--- config.mk ---
export PLATFORM = sky130hd
export DESIGN_NAME = vdp_vram_arbiter
export DESIGN_NICKNAME = d
export VERILOG_FILES = /design/src/rtl/vdp_pkg.sv /design/src/rtl/vdp_vram_cpu_queue.sv /design/src/rtl/vdp_vram_arbiter.sv
export SDC_FILE = /design/constraint.sdc
export NUM_CORES = 1
export LEC_CHECK = 0
export BUFFER_PORTS_ARGS = -buffer_cell sky130_fd_sc_hd__buf_4
export CORE_AREA = 4 4 94 96
export CTS_CLUSTER_SIZE = 24
export DETAILED_ROUTE_END_ITERATION = 8
export DIE_AREA = 0 0 98 100
export PLACE_DENSITY_LB_ADDON = 0.08
export SETUP_SLACK_MARGIN = 0.4
export SKIP_LAST_GASP = 1
export SLEW_MARGIN = 40
export SYNTH_ARGS = -nofsm -noshare
export SYNTH_HDL_FRONTEND = slang
export SYNTH_SLANG_ARGS = --single-unit
--- constraint.sdc ---
create_clock -name clk_sys -period 1.8 [get_ports clk_sys]
set_clock_uncertainty 0.15 [all_clocks]
set_input_delay 0.18 -clock clk_sys [delete_from_list [all_inputs] [get_ports clk_sys]]
set_output_delay 0.18 -clock clk_sys [all_outputs]
set_load 0.03 [all_outputs]
--- src/rtl/vdp_pkg.sv ---
// Shared constants and types for the VDP VRAM arbiter and its CPU access queue.
package vdp_pkg;

    localparam int VRAM_AW            = 14;
    localparam int VRAM_DW            = 8;
    localparam int RENDER_CAPTURE_DLY = 2;

    typedef enum logic [2:0] {
        IDLE,
        WR_PEND,
        RD_PEND,
        RD_WAIT1,
        RD_WAIT2
    } cpu_state_t;

endpackage

--- src/rtl/vdp_vram_cpu_queue.sv ---
// CPU data-port side of the VRAM arbiter: single-entry access queue, auto-increment
// address counter and the read-ahead buffer returned on data-port reads.
module vdp_vram_cpu_queue
    import vdp_pkg::*;
#(
    parameter int AW = VRAM_AW,
    parameter int DW = VRAM_DW
) (
    input  logic          clk_sys,
    input  logic          reset,
    input  logic          cpu_addr_set,
    input  logic [AW-1:0] cpu_addr,
    input  logic          cpu_prefetch,
    input  logic          cpu_wr,
    input  logic [DW-1:0] cpu_wdata,
    input  logic          cpu_rd,
    input  logic          grant,
    input  logic [DW-1:0] mem_dout,
    output logic          req,
    output logic          req_we,
    output logic [AW-1:0] req_addr,
    output logic [DW-1:0] req_data,
    output logic [DW-1:0] cpu_rdata,
    output logic          cpu_busy
);

    cpu_state_t    state, state_next;
    logic [AW-1:0] addr_cnt, addr_next;
    logic [AW-1:0] lat_addr, lat_addr_next;
    logic [DW-1:0] lat_data, lat_data_next;
    logic [DW-1:0] rdata_next;

    always_ff @(posedge clk_sys) begin
        if (reset) begin
            state     <= IDLE;
            addr_cnt  <= '0;
            cpu_rdata <= '0;
        end else begin
            state     <= state_next;
            addr_cnt  <= addr_next;
            cpu_rdata <= rdata_next;
        end
    end

    // The latched entry is only meaningful while a request is pending.
    always_ff @(posedge clk_sys) begin
        lat_addr <= lat_addr_next;
        lat_data <= lat_data_next;
    end

    always_comb begin
        state_next    = state;
        addr_next     = addr_cnt;
        lat_addr_next = lat_addr;
        lat_data_next = lat_data;
        rdata_next    = cpu_rdata;
        if (cpu_addr_set) begin
            if (cpu_prefetch) begin
                lat_addr_next = cpu_addr;
                addr_next     = cpu_addr + 1'b1;
                state_next    = RD_PEND;
            end else begin
                // Reads in progress are abandoned; a pending write still lands.
                addr_next  = cpu_addr;
                state_next = (state == WR_PEND && !grant) ? WR_PEND : IDLE;
            end
        end else if (cpu_wr) begin
            lat_addr_next = addr_cnt;
            lat_data_next = cpu_wdata;
            rdata_next    = cpu_wdata;
            addr_next     = addr_cnt + 1'b1;
            state_next    = WR_PEND;
        end else if (cpu_rd) begin
            lat_addr_next = addr_cnt;
            addr_next     = addr_cnt + 1'b1;
            state_next    = RD_PEND;
        end else begin
            case (state)
                WR_PEND:  if (grant) state_next = IDLE;
                RD_PEND:  if (grant) state_next = RD_WAIT1;
                RD_WAIT1: state_next = RD_WAIT2;
                RD_WAIT2: begin
                    rdata_next = mem_dout;
                    state_next = IDLE;
                end
                default:  state_next = state;
            endcase
        end
    end

    assign req      = (state == WR_PEND) || (state == RD_PEND);
    assign req_we   = (state == WR_PEND);
    assign req_addr = lat_addr;
    assign req_data = lat_data;
    assign cpu_busy = (state != IDLE);

endmodule

--- src/rtl/vdp_vram_arbiter.sv ---
// Single-port VRAM owner: render fetches take every slot they ask for, CPU traffic
// fills idle slots. Optional macro VDP_VRAM_BLANK_FASTPATH_EN grants the CPU any cycle during blank.
module vdp_vram_arbiter
    import vdp_pkg::*;
#(
    parameter int AW = VRAM_AW,
    parameter int DW = VRAM_DW
) (
    input  logic          clk_sys,
    input  logic          reset,
    input  logic          ce_pix,
    input  logic          render_req,
    input  logic [AW-1:0] render_A,
    output logic [DW-1:0] render_D,
    input  logic          cpu_addr_set,
    input  logic [AW-1:0] cpu_addr,
    input  logic          cpu_prefetch,
    input  logic          cpu_wr,
    input  logic [DW-1:0] cpu_wdata,
    input  logic          cpu_rd,
    output logic [DW-1:0] cpu_rdata,
    output logic          cpu_busy,
    input  logic          blank,
    output logic [AW-1:0] mem_A,
    output logic          mem_we,
    output logic [DW-1:0] mem_din,
    input  logic [DW-1:0] mem_dout
);

    logic                          slot_render;
    logic                          grant;
    logic                          cpu_req;
    logic                          cpu_req_we;
    logic [AW-1:0]                 cpu_req_addr;
    logic [DW-1:0]                 cpu_req_data;
    logic [RENDER_CAPTURE_DLY-1:0] render_vld;

    assign slot_render = ce_pix && render_req;

`ifdef VDP_VRAM_BLANK_FASTPATH_EN
    // Outside ce_pix the BRAM port is free while blanked, as long as no render
    // read result is still travelling through the capture pipeline.
    assign grant = (ce_pix && !render_req) ||
                   (blank && !slot_render && (render_vld == '0));
`else
    logic unused_blank;
    assign unused_blank = blank;
    assign grant        = ce_pix && !render_req;
`endif

    vdp_vram_cpu_queue #(
        .AW (AW),
        .DW (DW)
    ) u_cpu_queue (
        .clk_sys      (clk_sys),
        .reset        (reset),
        .cpu_addr_set (cpu_addr_set),
        .cpu_addr     (cpu_addr),
        .cpu_prefetch (cpu_prefetch),
        .cpu_wr       (cpu_wr),
        .cpu_wdata    (cpu_wdata),
        .cpu_rd       (cpu_rd),
        .grant        (grant),
        .mem_dout     (mem_dout),
        .req          (cpu_req),
        .req_we       (cpu_req_we),
        .req_addr     (cpu_req_addr),
        .req_data     (cpu_req_data),
        .cpu_rdata    (cpu_rdata),
        .cpu_busy     (cpu_busy)
    );

    always_ff @(posedge clk_sys) begin
        if (reset) begin
            mem_A      <= '0;
            mem_we     <= 1'b0;
            mem_din    <= '0;
            render_D   <= '0;
            render_vld <= '0;
        end else begin
            mem_we     <= 1'b0;
            render_vld <= {render_vld[RENDER_CAPTURE_DLY-2:0], slot_render};
            if (slot_render) begin
                mem_A <= render_A;
            end else if (grant && cpu_req) begin
                mem_A  <= cpu_req_addr;
                mem_we <= cpu_req_we;
                if (cpu_req_we) mem_din <= cpu_req_data;
            end
            // Capture stage: BRAM data for the render address issued two cycles back.
            if (render_vld[RENDER_CAPTURE_DLY-1]) render_D <= mem_dout;
        end
    end

endmodule

# After elaboration in Yosys (flattened, before gate mapping)
# Index checks and enable logic that the tools add are counted.
# word_totals
reg_bits	80
inputBits	53
out_inout_bits	40
# classes
add_sub_neg	2
eq_ne	8
mux	21
n_bitwise	3
n_reduce_logical	18
# ops
op	count
$mux W14	10
$add A14 B1 Y14 const B	2
$mux W8	3
$mux W3	6
$pmux W3 S4	1
$ne A5 B5 Y1 const B	2
$reduce_and A3 Y1	3
$reduce_bool A7 Y1	1
$eq A3 B2 Y1 const B	2
$reduce_bool A3 Y1	2
$logic_and A1 B1 Y1	4
$reduce_and A2 Y1	2
$reduce_bool A2 Y1	2
$eq A3 B1 Y1 const B	1
$eq A3 B3 Y1 const B	1
$not A1 Y1	3
$reduce_or A3 Y1	1
$logic_not A1 Y1	2
$ne A2 B1 Y1 const B	1
$ne A2 B2 Y1 const B	1
$logic_or A1 B1 Y1	1
$mux W1	1

# Depth between registers and ports, before layout
# logic_depth
depth_word	7
depth_mapped	8

# Modules after synthesis
# A second synthesis with hierarchy kept.
# hier_totals
hier_cells	360
area_unflattened_um2	3802.4
# modules_own_cells
module	n_inst	cells_each	area_per_inst_um2	seq_area_each_um2
vdp_vram_cpu_queue	1	226	2434.8	1161.1
vdp_vram_arbiter	1	134	1367.6	660.6

# Worst setup path before layout
# OpenSTA, ideal clock, no wires.
# synth_timing
kind	in2reg
from	input port cpu_addr_set
to	register u_cpu_queue.lat_addr[0] (netlist: u_cpu_queue.req_addr[0]), enable pin
setup_time_ns	0.390
arrival_time_ns	1.273
t_required_ns	1.260
setup_slack_ns	-0.013
path_stages	3
path_cell_list	buf_2 > buf_1 > a21oi_1
# synth_between
elab_chain_len	2
word_cells_on_any_way	3
classes_between	eq/ne (1); reduce/logical (2)
# synth_lines
item	line_no	rtl
from (decl)	vdp_vram_arbiter.sv:15	input logic cpu_addr_set,
$ne A2 B1 Y1 (no line) / $reduce_bool A3 Y1 (equally long branches)	--	
$reduce_and A2 Y1 (no line) *	--	
to (signal assigned)	vdp_vram_cpu_queue.sv:47	lat_addr <= lat_addr_next;
to (decl)	vdp_vram_cpu_queue.sv:29	logic [AW-1:0] lat_addr, lat_addr_next;
# Every way passes the cells marked *; elsewhere a longest branch is shown, timed or not.
# A chain may end at the register's enable or synchronous reset.

# Worst setup path in the final report
# layout_timing
from	register u_cpu_queue.state[0]
to	register u_cpu_queue.state[0]
# layout_between
elab_chain_len	5
word_cells_on_any_way	15
classes_between	eq/ne (6); mux (6); reduce/logical (3)
# layout_lines
item	line_no	rtl
from (decl)	vdp_vram_cpu_queue.sv:27	cpu_state_t state, state_next;
from (signal assigned)	vdp_vram_cpu_queue.sv:39	state <= state_next;
$eq A3 B3 Y1 (tied with other cells)	vdp_vram_cpu_queue.sv:78	case (state)
$pmux W3 S4 / $logic_and A1 B1 Y1 (equally long branches)	vdp_vram_cpu_queue.sv:78, vdp_vram_cpu_queue.sv:65	
$mux W3 / $mux W1 (equally long branches)	vdp_vram_cpu_queue.sv:73, vdp_vram_cpu_queue.sv:65	
$mux W3, on equally long branches	vdp_vram_cpu_queue.sv:67, vdp_vram_cpu_queue.sv:58	
$mux W3	vdp_vram_cpu_queue.sv:57	if (cpu_addr_set) begin
# Several ways; a longest one is shown, not always the timed one.

==> reports/qor.yml <==
status: "completed"
synth_xor_area_share_pct: 6.437
gp_congestion: 0.9007
route.detailed.drc: 0
ys_ff_latch: 80
p_int_mw: 3.054
antenna_found_initial: 0
cp_data_required_time_ns: 1.87
gr-usage-all-layers_pct: 19.67
cts_root_buf: "clkbuf_8"
reg2regPathDepth: 5
synth-main-ff-cell: "dfxtp_1"
fin_area_um2: 5423
r2r-start: "u_cpu_queue.state[0]"
worst_hold_path_type: "in2reg"
hold_path_depth: 3
start_util_pct: 45.63
routed_wl_um: 9661
cts_tree: "built"
cts_buffer_depth: 2
vias: 3182
gr-total-overflow: 0
synth_cell_types: 40
rrSetupSlack_ns: 0.21
timing.hold.ws_ns: 0.02490
synthSimpleGateAreaFrac_pct: 17.03
synthArstFlopShare_pct: 0
synth-compound-area-share_pct: 10.35
synthTopCellsByCount: "nor2_1, dfxtp_1, nand2_1"
timing.fmax_mhz: 627.1
fin_util_pct: 67.35
synthMuxAreaShare_pct: 11.07
row_count: 33
diodes: 0
cpPeakStageDelay_ns: 0.35
io_buffers: 91
synth_top_area_share_pct: 31.61
die-area_um2: 9800
layout-drive-gt1-share_pct: 37.67
worst-slew-pin-transition_ns: 0.6815
tns_ns: 0
net-switching-power_mw: 1.172
synth.most_common_cell: "nor2_1"
synth_cells: 368
ctsHtreeMaxLevel: 3
yosysWarnings: 0
report.final.slew_viol_count: 0
multi_input_area_um2: 1882
ys_seq_area_share_pct: 49.59
critical_path_arrival_ns: 1.67
grt_pass1_wl_um: 15340
total_power_mw: 4.226
place_area_um2: 4508
cts_sinks: 80
synth_top_family_by_area: "simple AND/OR/NAND/NOR gates"
end_kind: "flip-flop"
cts_buffers: 9
coreArea_um2: 8051
dpl.hpwl_um: 6314
holdCritStartpoint: "cpu_addr[4]"
p_seq_share_pct: 48.6
regArea_um2: 1846
n_fill_cell: 641
path_buf_inv: 1
combPwrFrac_pct: 20.9
layout_setup_ws_ns: 0.2052
rsz0062_at_grt: "yes"
yosys.area_share.adder_pct: 0.9877
hold_viol_final: 0
worstPathMaxFanout: 5
critical_path.reg2reg.endpoint: "u_cpu_queue.state[0]"
dpl_worst_slack_ns: 0.1589
drtIter0Drc: 139
period_needed_ns: 1.595
critPathTopFamily: "compound AO/OA/AOI/OAI gates"
areaGrowthSynthToFinish_pct: 47.62
finalNetCount: 565
syn_nets: 423
num_io_pins: 93
path_clk_slew_ns: 0.08
grt_pass1_vias: 3056
period_share_pct: 88.60
dr.pass1.iters: 4
wl_per_cell_um: 15.58
switching_share_pct: 27.73
grt_max_degree: 29
critPathLaunchType: "flip-flop"
peakVddDrop_mv: 0.3660
maxCapViolations: 0
slew_headroom_pct: 54.22
layoutNonFillerInstCount: 620
die_y_um: 100
viasPerCell: 5.132
slowest_stage: "dfxtp_4"
setup_viol: 0
die_x_um: 98
synth_edf_count: 22
min_to: "u_cpu_queue.addr_cnt[4]"
p_leak_nw: 2.256
p_per_area_nw_per_um2: 779.3
synth_area_um2: 3674
synth.avg_cell_area_um2: 9.982
clk-insertion-delay-late_ns: 0.34
crit_chain: "buf_4 > maj3_2 > a211o_1 > nor2_2 > a211oi_2"
dp_cells: 547
synthTopCellsByArea: "dfxtp_1, edfxtp_1, mux2i_1"
crit_type: "reg2reg"
pwr-share-clk_pct: 30.5
ant_nets: 0
synth.largest_area_cell: "dfxtp_1"
[cells in the final DEF (no fill, tap or decap), types with 5 or more instances in the layout]
master	n
nor2_1	50
edfxtp_1	22
a211oi_2	5
and3_1	6
a311oi_1	13
mux2_2	13
o22ai_1	7
inv_1	5
dlygate4sd3_1	36
nor2_2	7
dfxtp_4	5
mux2i_1	26
a211oi_1	12
xor2_1	18
clkbuf_8	9
dfxtp_1	49
nand3_1	15
xnor2_1	6
nand2_1	30
nand4_1	8
buf_4	112
[worst reg2reg max path, cell delays in order, from the launching register on]
cell	delay, ns
dfxtp_4	0.35
buf_4	0.15
maj3_2	0.31
a211o_1	0.34
nor2_2	0.13
a211oi_2	0.05
[area by class of cell]
type                    instances  area share (%)
multi-input cells             257           34.70
flip-flops and latches         80           34.03
repair buffers                157           25.01
clock buffers                  11           2.423
well taps                     105           2.423
clock inverters                 5           1.061
inverters                       5          0.3461
[power by group through the flow]
| stage | Sequential, mW | Combinational, mW | Clock (mW) |
|---|---|---|---|
| floorplan | 2.18 | 0.351 | 0 |
| global placement | 2.10 | 0.689 | 0 |
| detailed placement | 2.10 | 0.694 | 0 |
| CTS | 2.05 | 0.821 | 1.31 |
| global route | 2.07 | 0.953 | 1.40 |
| finish | 2.05 | 0.883 | 1.29 |
[kinds of logic after synthesis]
kind of cell    Yosys count
fa+ha+maj                 3
mux                      39
simple gates            136
flops                    80
compound gates           51
xor+xnor                 27
buf+inv                  32
[registers in the layout, indices dropped and copies added (netlist names)]
| register | count |
|---|---|
| u_cpu_queue.cpu_rdata | 8 |
| u_cpu_queue.state | 3 |
| mem_din | 8 |
| u_cpu_queue.addr_cnt | 14 |
| mem_we | 1 |
| mem_A | 14 |
| u_cpu_queue.req_addr | 14 |
| render_D | 8 |
| u_cpu_queue.req_data | 8 |
| render_vld | 2 |
[per-layer routing]
| metal | wire length [um] | GRT usage [%] | part of all wire (%) | up-vias |
|---|---|---|---|---|
| met3 | 401 | 3.266 | 4.2 | 15 |
| met1 | 4484 | 26.69 | 46 | 1487 |
| li1 | - | - | - | 1598 |
| met5 | 0 | 0 | 0 | - |
| met4 | 204 | 8.626 | 2.1 | 0 |
| met2 | 4571 | 31.10 | 47 | 82 |
[how the worst max path moves through the flow]
| stage | start | to | slack [ns] | cells past startpoint |
|---|---|---|---|---|
| after global routing | u_cpu_queue.state[0] | u_cpu_queue.cpu_rdata[2] | 0.15 | 8 |
| after CTS | u_cpu_queue.state[1] | cpu_busy | 0.23 | 2 |
| after detailed placement | u_cpu_queue.state[2] | u_cpu_queue.cpu_rdata[6] | 0.16 | 5 |
| final | u_cpu_queue.state[0] | u_cpu_queue.state[0] | 0.21 | 5 |
| after global placement | u_cpu_queue.state[2] | u_cpu_queue.cpu_rdata[5] | 0.19 | 5 |
| after floorplan | u_cpu_queue.state[1] | mem_A[10] | 0.34 | 8 |
[timing repair]
action / CTS / global route
endpoints found under the hold margin: 41 / 0
setup buffers: 15 / 3
gates cloned: 0 / 3
hold buffers: 36 / 0
setup endpoints to repair: 41 / 45
pin swaps: 13 / 28
gates resized for setup: 15 / 21
No activity file was read; power rests on OpenSTA's default activity.
